$ cat src/rtl/serial_sub_ctrl.sv
// serial_sub_ctrl: bit-serial a - b - bin using one full-subtractor cell, LSB first.
// Latency: start accepted at E0, bits at E1..E_WIDTH, done pulses in the cycle after E_WIDTH.
// Backpressure: none; start is only sampled in IDLE, so a host holding start high gets one op per WIDTH+2 cycles.
// Ports:
//   clk, rst        - rising-edge clock, asynchronous active-high reset
//   start           - request, sampled only in IDLE
//   a, b, bin       - minuend, subtrahend, borrow-in; captured on the accepted start edge
//   busy            - high while bits are being processed
//   done            - one-cycle pulse when diff/bout carry a fresh result
//   diff, bout      - registered difference and borrow-out of the last completed operation
module serial_sub_ctrl #(
  parameter int WIDTH = 8
) (
  input  logic             clk,
  input  logic             rst,
  input  logic             start,
  input  logic [WIDTH-1:0] a,
  input  logic [WIDTH-1:0] b,
  input  logic             bin,
  output logic             busy,
  output logic             done,
  output logic [WIDTH-1:0] diff,
  output logic             bout
);

  localparam int CW = (WIDTH > 1) ? $clog2(WIDTH) : 1;
  localparam logic [CW-1:0] LAST = CW'(WIDTH - 1);

  typedef enum logic [1:0] {
    IDLE = 2'd0,
    RUN  = 2'd1,
    DONE = 2'd2
  } state_t;

  state_t           state_q, state_d;
  logic [WIDTH-1:0] a_q, a_d;
  logic [WIDTH-1:0] b_q, b_d;
  logic [WIDTH-1:0] sh_q, sh_d;
  logic [WIDTH-1:0] diff_q, diff_d;
  logic [CW-1:0]    cnt_q, cnt_d;
  logic             brw_q, brw_d;
  logic             bout_q, bout_d;

  // Single full-subtractor cell, fed from the bit selected by the counter.
  logic x_bit, y_bit, d_bit, bo_bit;
  always_comb begin
    x_bit  = a_q[cnt_q];
    y_bit  = b_q[cnt_q];
    d_bit  = x_bit ^ y_bit ^ brw_q;
    bo_bit = (~x_bit & y_bit) | (~(x_bit ^ y_bit) & brw_q);
  end

  always_comb begin
    logic [WIDTH-1:0] res;
    state_d = state_q;
    a_d     = a_q;
    b_d     = b_q;
    sh_d    = sh_q;
    diff_d  = diff_q;
    cnt_d   = cnt_q;
    brw_d   = brw_q;
    bout_d  = bout_q;
    res     = sh_q;
    res[cnt_q] = d_bit;
    busy    = 1'b0;
    done    = 1'b0;

    unique case (state_q)
      IDLE: begin
        if (start) begin
          a_d     = a;
          b_d     = b;
          brw_d   = bin;
          cnt_d   = '0;
          sh_d    = '0;
          state_d = RUN;
        end
      end
      RUN: begin
        busy  = 1'b1;
        sh_d  = res;
        brw_d = bo_bit;
        cnt_d = cnt_q + CW'(1);
        // Publish only on the final bit so diff/bout keep the previous
        // result for the whole duration of a new operation.
        if (cnt_q == LAST) begin
          diff_d  = res;
          bout_d  = bo_bit;
          state_d = DONE;
        end
      end
      DONE: begin
        done    = 1'b1;
        state_d = IDLE;
      end
      default: state_d = IDLE;
    endcase
  end

  always_ff @(posedge clk or posedge rst) begin
    if (rst) begin
      state_q <= IDLE;
      a_q     <= '0;
      b_q     <= '0;
      sh_q    <= '0;
      diff_q  <= '0;
      cnt_q   <= '0;
      brw_q   <= 1'b0;
      bout_q  <= 1'b0;
    end else begin
      state_q <= state_d;
      a_q     <= a_d;
      b_q     <= b_d;
      sh_q    <= sh_d;
      diff_q  <= diff_d;
      cnt_q   <= cnt_d;
      brw_q   <= brw_d;
      bout_q  <= bout_d;
    end
  end

  assign diff = diff_q;
  assign bout = bout_q;

endmodule

$ cat config.mk
export PLATFORM = sky130hd
export DESIGN_NAME = serial_sub_ctrl
export DESIGN_NICKNAME = d
export VERILOG_FILES = /design/src/rtl/serial_sub_ctrl.sv
export SDC_FILE = /design/constraint.sdc
export NUM_CORES = 1
export LEC_CHECK = 0
export ABC_AREA = 1
export CAP_MARGIN = 20
export CORE_MARGIN = 3
export CORE_UTILIZATION = 45
export CTS_BUF_LIST = sky130_fd_sc_hd__clkbuf_8 sky130_fd_sc_hd__clkbuf_16
export CTS_CLUSTER_SIZE = 30
export DETAILED_ROUTE_END_ITERATION = 8
export PLACE_DENSITY = 0.69
export SETUP_SLACK_MARGIN = 0.5
export SKIP_CTS_REPAIR_TIMING = 1
export SYNTH_ARGS = -nofsm -noshare
export SYNTH_HDL_FRONTEND = slang
export SYNTH_SLANG_ARGS = --single-unit
$ cat constraint.sdc
create_clock -name clk -period 1.8 [get_ports clk]
set_input_delay 0.18 -clock clk [delete_from_list [all_inputs] [get_ports clk]]
set_output_delay 0.18 -clock clk [all_outputs]
set_load 0.01 [all_outputs]
==> results by group <==
STA
  – Setup ws final: -0.161 ns
  – Slew Limit Fails: 0
  – Slew Limit Headroom: 0.684
  – Fmax achieved: 510 MHz
  – Worst-Margin Slew: around 0.47 ns
  – Fin Setup TNS: -1.95 ns
  – Final Skew: 0.00492 ns
  – Final setup fails: 16
  – Hold Vio Cnt, Final: 0
  – Fin crit period: 1.96 ns
  – RSZ-0062 raised after global routing: yes
  – Tcrit/Tclk final: 1.09
  – Hold slack final: 0.303 ns

Detailed routing
  – DR WL/cell: 11.8 um
  – Met1 WL: between 1500 and 2000 um
  – Max layer used: met4
  – Drt drc: 0
  – Antenna viol nets, final: 0
  – Number of iterations in the first detailed-routing pass: 4
  – Detailed Route Iter0 Violations: between 90 and 100
  – Met2 wire len: ~1700 um
  – Vias: roughly 1700
  – Routed wire length: 3960 um
  – Vias/cell: 4.93
  – WL met3: roughly 210 um

CTS
  – CTS Sinks: 39
  – CTS Buf Count: 5
  – Clock Path Buffers: 2
  – CTS tree: done
  – Clock latency on the worst-skew pair: 0.29 ns
  – Htree depth: 2
  – Clock slew seen by the registers of the worst setup and hold paths: 0.07 ns
  – CTS Root Cell: clkbuf_8

Placement
  – Port buffer count: 30
  – DP Cell Count: 322
  – Routability-driven placement congestion ratio: 0.831
  – DP Wirelength: 2760 um
  – Placed cell area: about 2300 sq um

Floorplanning
  – Total Die Area: 5010 sq um
  – # IOs: 31
  – CORE AREA: slightly below 4000 sq um
  – Initial core utilization: 0.491
  – Row cnt: 22
  – Die H: 70.8 um
  – X dimension of the die: 70.8 um

Cells and area
  – # diodes: 0
  – Layout cells sized above 1: 0.178
  – Area Growth Syn to Fin: 32.3%
  – Final Non-Filler Cells: 335
  – Multi-input logic area: 795 sq um
  – Fill count: 337
  – Final Cell Area: approximately 2500 sq um
  – Fin nets: 309
  – Storage element area: about 980 sq um

Setup path
  – RR Startpoint: cnt_q[0]$_DFFE_PP0P_
  – Crit path kind: flop to flop
  – Most frequent cell on the critical path: nand2_1
  – FF-to-FF path depth: 11
  – Worst-path fanout max: 5
  – CP cell instances: buf_6 -> nand2_2 -> o21ai_2 -> nand2_1 -> nand2_1 -> nand2_1 -> nand2_2 -> fa_2 -> buf_4 -> o211ai_1 -> nand2_1
  – Crit path max-delay cell type: fa_2
  – Type of origin of the critical path: flop
  – Reg2Reg Setup Slack: -0.16 ns
  – Crit. End Element: flop
  – CP Data Arrival Time: 2.14 ns
  – Worst R2R End: sh_q[2]$_DFFE_PP0P_
  – Critical Path RT: a little under 2 ns
  – WP buf/inv: 2
  – Top Family by Delay on Critical Path: adder cells
  – Crit path largest cell delay: between 0.4 and 0.5 ns

Run status
  – Outcome: finished, violations left
  – Failing checks: setup timing

Min path
  – Worst min path class: input pin to asynchronous set/reset pin

Synthesis
  – Sequential share of the synthesized area: 0.516
  – Synth Cell Area: 1890 sq um
  – Syn Area/Cell: 7.94 sq um
  – YS warnings: 0
  – Mapped Cells: 238
  – Post-Syn Nets: about 260
  – Synth Register Bits: 39
  – Yosys cell types: 20

Global route
  – Number of global-route vias before repair: 1512
  – Pin count of the biggest net entering global routing: 40
  – First-pass GRT wire length: 6760 um
  – Total global-route track usage: 0.167
  – Grt ovf: 0
  – Initial antenna violation count: 0

Pwr
  – PD cells: between 1500 and 2000 nW/um^2
  – LEAKAGE: 0.00141 uW
  – VDD IR-drop max: ~0.8 mV

Job
  – Max-Cap Viols: 0
-- tightest hold or removal path: stages --
cell	delay (ns)
clkdlybuf4s50_1	0.40
inv_1	0.05
buf_4	0.40
-- cell type report --
type / count / share of cell area
Clock buffer: 7 / 0.0385
Tap cell: 48 / 0.0240
Sequential cell: 39 / 0.391
Multi-Input combinational cell: 170 / 0.318
Inverter: 21 / 0.0335
Timing Repair Buffer: 49 / 0.194
Clock inverter: 1 / 0.00150
-- cell usage in the layout, fill, tap and decap left out, types with 2 or more instances in the layout --
cell type,netlist,final
buf_4,1,15
nor2_4,1,2
inv_4,0,2
dlymetal6s2s_1,0,10
o21ai_2,1,6
clkdlybuf4s50_1,0,19
nand3_1,10,10
inv_1,16,15
nand2_1,122,119
o21ai_1,9,10
o211ai_1,7,7
nand2_2,3,6
dfrtp_1,39,37
clkbuf_8,0,7
inv_2,4,5
dfrtp_2,0,2
ha_1,2,2
o21ai_0,11,5
buf_6,5,5
-- how the worst max path moves through the flow --
stage,to,from,cells past startpoint,slack (ns)
floorplan,diff[4]$_DFFE_PP0P_,cnt_q[0]$_DFFE_PP0P_,12,-0.04
global placement,diff[1]$_DFFE_PP0P_,cnt_q[0]$_DFFE_PP0P_,12,-0.20
detailed placement,diff[2]$_DFFE_PP0P_,cnt_q[0]$_DFFE_PP0P_,12,-0.20
CTS,diff[1]$_DFFE_PP0P_,cnt_q[0]$_DFFE_PP0P_,12,-0.23
global route,diff[2]$_DFFE_PP0P_,cnt_q[0]$_DFFE_PP0P_,12,-0.29
finish,sh_q[2]$_DFFE_PP0P_,cnt_q[0]$_DFFE_PP0P_,11,-0.16
-- where the power goes --
group,internal (uW),total [uW],switching (uW)
clock network,344,636,292
registers,1280,1530,253
logic,1100,2480,1380
total,2730,4650,1920
-- per-stage QoR --
| stage | total power (uW) | utilization | setup slack [ns] |
|---|---|---|---|
| CTS | 4370 | 0.622 | -0.225 |
| global placement | 3680 | 0.596 | -0.201 |
| finish | 4650 | 0.649 | -0.161 |
| detailed placement | 3730 | 0.596 | -0.200 |
| global route | 5090 | 0.649 | -0.287 |
| floorplan | 3090 | - | -0.0407 |
-- Yosys cell counts (all sizes together) --
cell type  count  share of area
buf            8          0.039
clkinv         1         0.0026
dfrtp         39           0.52
fa             1          0.011
ha             2          0.013
inv           20          0.040
nand2        125           0.25
nand3         10          0.026
nand4          1         0.0033
nor2           3          0.011
o211ai         7          0.028
o21ai         21          0.058
-- sequential cells by signal, indices dropped and copies added, names as in the netlist --
name,cells
a_q,8
b_q,8
diff,8
sh_q,8
cnt_q,3
state_q,2
bout,1
brw_q,1
-- cells by family after synthesis --
| group | synth area share |
|---|---|
| buf+inv | 0.0814 |
| fa+ha+maj | 0.0238 |
| flops | 0.516 |
| simple gates | 0.293 |
| compound gates | 0.0854 |
-- routing by layer --
layer  track usage  vias up
li1              -      843
met1         0.236      758
met2         0.251       46
met3        0.0455        6
met4        0.0501        0
met5             0        -
Power figures use the tool's default switching activity.
